==> src/rtl/csel_adder_pipe_pkg.sv <==
// Shared helpers for the MAC-unit adders: block-count derivation and
// the WIDTH/BLK legality test used at elaboration.
package csel_adder_pipe_pkg;

  function automatic int unsigned nb_of(input int unsigned width, input int unsigned blk);
    return width / blk;
  endfunction

  function automatic bit blk_legal(input int unsigned width, input int unsigned blk);
    return (blk != 0) && (width >= blk) && ((width % blk) == 0);
  endfunction

endpackage

==> src/rtl/csel_block.sv <==
// BLK-bit carry-select block: both ripple chains run in parallel, the real
// carry-in picks one. Also exposes the carry into the block MSB for overflow.
module csel_block #(
  parameter int BLK = 8
) (
  input  logic [BLK-1:0] a_i,
  input  logic [BLK-1:0] b_i,
  input  logic           c_i,
  output logic [BLK-1:0] s_o,
  output logic           c_o,
  output logic           cmsb_o
);

  logic [BLK:0]   k0, k1;
  logic [BLK-1:0] s0, s1;

  always_comb begin
    k0    = '0;
    k1    = '0;
    k1[0] = 1'b1;
    s0    = '0;
    s1    = '0;
    for (int i = 0; i < BLK; i++) begin
      s0[i]   = a_i[i] ^ b_i[i] ^ k0[i];
      k0[i+1] = (a_i[i] & b_i[i]) | (k0[i] & (a_i[i] ^ b_i[i]));
      s1[i]   = a_i[i] ^ b_i[i] ^ k1[i];
      k1[i+1] = (a_i[i] & b_i[i]) | (k1[i] & (a_i[i] ^ b_i[i]));
    end
  end

  assign s_o    = c_i ? s1 : s0;
  assign c_o    = c_i ? k1[BLK] : k0[BLK];
  assign cmsb_o = c_i ? k1[BLK-1] : k0[BLK-1];

endmodule

==> src/rtl/csel_adder_pipe.sv <==
// Pipelined carry-select add/sub, one BLK-bit block resolved per stage (latency NB).
// Global stall: every stage holds while the output is valid and not accepted.
module csel_adder_pipe
  import csel_adder_pipe_pkg::*;
#(
  parameter int WIDTH = 16,
  parameter int BLK   = 8
) (
  input  logic             clk,
  input  logic             rst,
  input  logic             in_valid,
  output logic             in_ready,
  input  logic [WIDTH-1:0] a,
  input  logic [WIDTH-1:0] b,
  input  logic             cin,
  input  logic             sub,
  output logic             out_valid,
  input  logic             out_ready,
  output logic [WIDTH-1:0] sum,
  output logic             cout,
  output logic             ovf
);

  localparam int NB = int'(nb_of(WIDTH, BLK));

  if (!blk_legal(WIDTH, BLK)) begin : g_bad_width
    $error("csel_adder_pipe: WIDTH must be a non-zero multiple of BLK");
  end

  logic             adv;
  logic [WIDTH-1:0] acc_in [NB];
  logic [WIDTH-1:0] bb_in  [NB];
  logic             c_in   [NB];
  logic             v_in   [NB];
  logic [WIDTH-1:0] acc_d  [NB];
  logic [WIDTH-1:0] bb_d   [NB];
  logic             c_d    [NB];
  logic             cmsb_w [NB];
  logic [BLK-1:0]   blk_s  [NB];
  logic [WIDTH-1:0] acc_q  [NB];
  logic [WIDTH-1:0] bb_q   [NB];
  logic             c_q    [NB];
  logic             v_q    [NB];
  logic             cmsb_q;

  assign adv      = !v_q[NB-1] || out_ready;
  assign in_ready = adv;

  assign acc_in[0] = a;
  assign bb_in[0]  = sub ? ~b : b;
  assign c_in[0]   = sub | cin;
  assign v_in[0]   = in_valid;

  for (genvar k = 1; k < NB; k++) begin : g_link
    assign acc_in[k] = acc_q[k-1];
    assign bb_in[k]  = bb_q[k-1];
    assign c_in[k]   = c_q[k-1];
    assign v_in[k]   = v_q[k-1];
  end

  // acc carries finished sum bits below block k and untouched A bits above;
  // B' is shifted down each stage so its current block always sits at bit 0.
  for (genvar k = 0; k < NB; k++) begin : g_stage
    localparam int LO = k * BLK;

    csel_block #(.BLK(BLK)) u_blk (
      .a_i    (BLK'(acc_in[k] >> LO)),
      .b_i    (BLK'(bb_in[k])),
      .c_i    (c_in[k]),
      .s_o    (blk_s[k]),
      .c_o    (c_d[k]),
      .cmsb_o (cmsb_w[k])
    );

    assign acc_d[k] = (acc_in[k] & ~(WIDTH'({BLK{1'b1}}) << LO)) | (WIDTH'(blk_s[k]) << LO);
    assign bb_d[k]  = bb_in[k] >> BLK;
  end

  always_ff @(posedge clk or posedge rst) begin
    if (rst) begin
      for (int k = 0; k < NB; k++) begin
        acc_q[k] <= '0;
        bb_q[k]  <= '0;
        c_q[k]   <= 1'b0;
        v_q[k]   <= 1'b0;
      end
      cmsb_q <= 1'b0;
    end else if (adv) begin
      for (int k = 0; k < NB; k++) begin
        acc_q[k] <= acc_d[k];
        bb_q[k]  <= bb_d[k];
        c_q[k]   <= c_d[k];
        v_q[k]   <= v_in[k];
      end
      cmsb_q <= cmsb_w[NB-1];
    end
  end

  assign out_valid = v_q[NB-1];
  assign sum       = acc_q[NB-1];
  assign cout      = c_q[NB-1];
  assign ovf       = cmsb_q ^ c_q[NB-1];

endmodule

==> config.mk <==
export PLATFORM = sky130hd
export DESIGN_NAME = csel_adder_pipe
export DESIGN_NICKNAME = d
export VERILOG_FILES = /design/src/rtl/csel_adder_pipe_pkg.sv /design/src/rtl/csel_block.sv /design/src/rtl/csel_adder_pipe.sv
export SDC_FILE = /design/constraint.sdc
export NUM_CORES = 1
export LEC_CHECK = 0
export ABC_AREA = 1
export CORE_ASPECT_RATIO = 2
export CORE_UTILIZATION = 30
export CTS_BUF_LIST = sky130_fd_sc_hd__clkbuf_8
export DETAILED_ROUTE_END_ITERATION = 8
export GPL_ROUTABILITY_DRIVEN = 1
export PLACE_DENSITY = 0.6
export SLEW_MARGIN = 10
export SYNTH_ARGS = -nofsm -noshare
export SYNTH_HDL_FRONTEND = slang
export SYNTH_SLANG_ARGS = --single-unit
export TNS_END_PERCENT = 10
==> constraint.sdc <==
create_clock -name clk -period 3.35 [get_ports clk]
set_input_delay 0.335 -clock clk [delete_from_list [all_inputs] [get_ports clk]]
set_output_delay 0.335 -clock clk [all_outputs]
set_load 0.01 [all_outputs]
## Word level (Yosys, flattened, before mapping)

Index checks and enable logic that the tools add are counted.

- Bits in registers: 45
- Input bits: 38
- Output and inout port bits: 20

- Multiplexer cells: 6
- Bitwise gates (word level): 125
- Reduce and logical (&&, ||, !) cells: 2

Operators with widths:

| operator | count |
|---|---|
| 1-bit XOR | 45 |
| 1-bit AND | 44 |
| 1-bit bitwise OR | 31 |
| 16-bit two-way mux | 1 |
| 8-bit two-way mux | 2 |
| 16-bit NOT | 1 |
| 16-bit by 8-bit bitwise OR with 16-bit output | 1 |
| 8-bit by 16-bit bitwise OR with 16-bit output | 1 |
| 1-bit two-way mux | 3 |
| 1-bit NOT | 2 |
| 1-bit logical NOT | 1 |
| 1-bit logical OR | 1 |

## Logic depth before layout (Yosys ltp)

- Depth after elaboration: 19
- Depth in mapped cells: 19
- Mapped depth without buffers: 18

## Cells and area by module

A second synthesis with hierarchy kept.

- Cells, all modules: 281
- Area, all modules: 2404.8 um2

By module, submodules not included:

| module | instances | cells an instance | area each (um2) |
|---|---|---|---|
| csel_adder_pipe | 1 | 221 | 1916.8 |
| csel_block | 2 | 30 | 244.0 |

## Worst setup path before layout

Ideal clock, no wire load.

- Path type: input -> register
- From: input port sub
- To: register acc_q (netlist bit acc_in[7])
- Data arrival time: 3.445 ns
- Slack: -0.216 ns
- Stages: 17
- Cell sequence: buf_6 -> xnor2_1 -> ha_1 -> o21ai_0 -> fa_1 -> inv_1 -> fa_1 -> inv_1 -> fa_1 -> inv_1 -> fa_1 -> fa_1 -> fa_1 -> inv_1 -> fa_1 -> nand2_1 -> o21ai_1

RTL lines:

| item | line | source |
|---|---|---|
| start, declared | csel_adder_pipe.sv:16 | `input logic sub,` |
| end signal, assigned by index | csel_adder_pipe.sv:90 | `acc_q[k] <= acc_d[k];` |
| end, declared | csel_adder_pipe.sv:40 | `logic [WIDTH-1:0] acc_q [NB];` |

==> summary.txt <==
Drt
  • Pre-Repair DR Iteration Count: 5
  • Final antenna-violating net count: 0
  • DRC: 0
  • Routed Wire Length: 4.97 mm
  • Post-DR vias/cell: 4.25
  • Wirelength per Cell: 12.2 um
  • DR vias: 1728
  • Initial DRC count: 66

CTS
  • Clock Latency Late Sink: 300 ps
  • Num CTS Buffers: 5
  • H-tree depth: 2
  • CTS tree: yes
  • Root Buffer: clkbuf_8
  • CTS sink cnt: 45
  • Clock slew seen by the registers of the worst setup and hold paths: 80 ps
  • CTS max path bufs: 2

Setup path
  • CP max-delay cell: fa_1
  • R2R cell count: 14
  • Crit. End Element: flip-flop
  • Arr. time, crit path: 3630 ps
  • CP most frequent cell: fa_2
  • Worst setup SP type: flip-flop
  • Worst path depth: 14
  • Critical path type: reg -> reg
  • Cell family contributing the most delay on the critical path: adder cells
  • Worst path required time: 3540 ps
  • Critical path cell sequence: inv_1, ha_1, o21ai_2, fa_2, fa_2, fa_2, fa_2, fa_2, inv_2, fa_2, inv_2, fa_1, nand2_1, nand2_1
  • Max incr delay on CP: 420 ps
  • Maximum fanout along the worst path: 2
  • Buf+Inv Stages, Crit Path: 3

Outcome
  • Status: finished with violations
  • Violated checks: negative setup slack

Die
  • Die width: 64.2 um
  • Initial core utilization: 30.8%
  • Die area: 8120 um2
  • Die Y: 126 um
  • Rows: 45
  • I/O pin cnt: 58
  • Core area: 7540 um2

STA
  • Rel. slew slack: 36.6%
  • RSZ-0062 raised after global routing: true
  • Clock Skew: 7.68 ps
  • Fin worst setup slack: -90.2 ps
  • Fin crit share: 103%
  • Highest clock rate: 291 MHz
  • Fin. Hold Viols: 0
  • Final Critical Period: 3440 ps
  • Setup-failing EPs final: 3
  • Final Slew Violations: 0
  • Min Hold Slack: 438 ps
  • Actual slew at the worst max-slew pin: 949 ps

Power
  • Clock Power Share: 19.3%
  • Int Pwr: 1180 uW
  • Worst vdd ir: 0.000184 V
  • Reg power frac: 44.6%
  • Pwr Total: 1730 uW
  • P_leak: 0.00149 uW
  • P_sw: 545 uW
  • Combinational fraction of design power: 36.1%
  • Pwr/cell area: 554 nW/um2
  • Switching share of total power: 31.5%

Logic synthesis
  • Count of different cell masters after synthesis: 18
  • Most common cell in the netlist: nand2_1
  • Asr flop ratio synth: 100%
  • Synth top cells by count: 101 x nand2_1, 45 x dfrtp_1, 27 x inv_1
  • Post-synth EDFFs: 0
  • Prevailing post-synth register cell: dfrtp_1
  • Synth Area per Inst: 9.22 um2
  • Area contributors post-synth: dfrtp_1 48%, nand2_1 16%, fa_1 12%, inv_1 4.4%, o21ai_0 2.6%
  • Yosys warnings: 0
  • Syn Nets: 308
  • Cell taking the most area after synthesis: dfrtp_1
  • Share of the synthesized area in the top cell type: 48.5%
  • Seq cells post-synth: 45
  • Cells after synthesis: 252
  • Seq/Total Area, Yosys: 48.5%
  • Post-Syn Area: 2320 um2

Global routing
  • Vias in the first global route: 1703
  • Overall Global Routing Usage: 13.5%
  • Largest net degree at the start of global routing: 46
  • First-pass GRT wire length: 8.24 mm
  • Initial antenna violation count: 0
  • Total gr overflow: 0

Worst hold path
  • Hold-critical path depth: 5
  • Worst hold-check path type: in -> reg

Placed design
  • Hpwl dp: 3.72 mm
  • IO buf count: 57
  • Placer Congestion: 0.754

Cells and area
  • Total inserted antenna cells: 0
  • Share of cells above drive strength 1: 15.7%
  • Number of nets in the layout: 369
  • Area Growth Syn to Fin: 34.5%
  • Fin util: 41.4%

Job
  • Max cap viols: 0
-- registers in the layout, summed over array words and instances (netlist names) --
signal,flops
cout,1
acc_in,16
c_in,1
v_in,1
out_valid,1
cmsb_q,1
sum,16
bb_in,8
-- repair_timing --
action | 4_1_cts | 5_1_grt
pin swaps | 12 | 2
setup endpoints to repair | 6 | 5
buffers inserted | 0 | 0
hold buffers | 0 | 0
gates resized for setup | 33 | 2
-- stage by stage --
| step | worst slack [ps] | setup TNS (ps) | area [um2] | std cells |
|---|---|---|---|---|
| finish | -90.2 | -160 | 3120 | 407 |
| global route | -250 | -622 | 3120 | 407 |
| CTS | -117 | -297 | 3120 | 407 |
| detailed placement | -728 | -2520 | 3000 | 400 |
| global placement | -659 | -2260 | 3000 | 400 |
| floorplan | -98.5 | -193 | 2340 | 252 |
-- cell type report --
type | count | area [um2]
well taps | 94 | 118
flip-flops and latches | 45 | 1130
multi-input cells | 168 | 1050
fillers | 789 | 4420
clock inverters | 1 | 3.75
clock buffers | 6 | 82.6
inverters | 28 | 105
repair buffers | 65 | 634
-- tightest hold or removal path, cell delays in order --
cell     delay, ps
buf_8           80
buf_4          120
nand2_1         50
nand3_1         70
nand2_1         50
-- layer usage --
metal / vias up / part of all wire, % / GRT usage [%]
li1: 875 / - / -
met1: 808 / 39 / 14.9
met2: 35 / 54 / 23.7
met3: 10 / 2.9 / 2.07
met4: 0 / 4.2 / 8.24
met5: - / 0 / 0
-- power groups by stage --
stage,Combinational [uW],Clock [uW],Sequential (uW)
final,624,334,772
after global routing,702,362,793
after CTS,635,348,774
after detailed placement,617,0,784
after global placement,609,0,778
after floorplan,279,0,810
-- cells by family (layout without fill, tap and decap cells) --
| logic type | count (synthesis) | in the layout | synth area share (%) |
|---|---|---|---|
| buffers and inverters | 39 | 100 | 8.46 |
| AO/OA/AOI/OAI | 21 | 21 | 4.53 |
| AND/OR/NAND/NOR | 120 | 120 | 20.9 |
| flip-flops | 45 | 45 | 48.5 |
| adder cells (fa/ha/maj) | 18 | 18 | 14.2 |
| XOR/XNOR | 9 | 9 | 3.39 |
-- path summary, 6_finish.rpt --
check / from / end / slack, ps
min in group asynchronous: rst / out_valid$_DFFE_PP0P_ / 580
hold reg to reg: v_in[0]$_DFFE_PP0P_ / out_valid$_DFFE_PP0P_ / 480
max in group asynchronous: rst / bb_in[5]$_DFFE_PP0P_ / 2180
hold / removal: sub / bb_in[4]$_DFFE_PP0P_ / 440
setup reg to reg: acc_in[8]$_DFFE_PP0P_ / sum[15]$_DFFE_PP0P_ / -90
setup / recovery: acc_in[8]$_DFFE_PP0P_ / sum[15]$_DFFE_PP0P_ / -90
-- layout by cell type, fill, tap and decap left out, drive strengths merged, types with 2 or more instances in the layout --
| master | n |
|---|---|
| nand2 | 102 |
| clkdlybuf4s50 | 52 |
| dfrtp | 45 |
| inv | 29 |
| o21ai | 21 |
| fa | 14 |
| nand3 | 10 |
| buf | 10 |
| or2 | 7 |
| clkbuf | 6 |
| xnor2 | 5 |
| xor2 | 4 |
| ha | 4 |
| dlygate4sd2 | 2 |
Note: power is estimated with default switching activity, not from simulation.
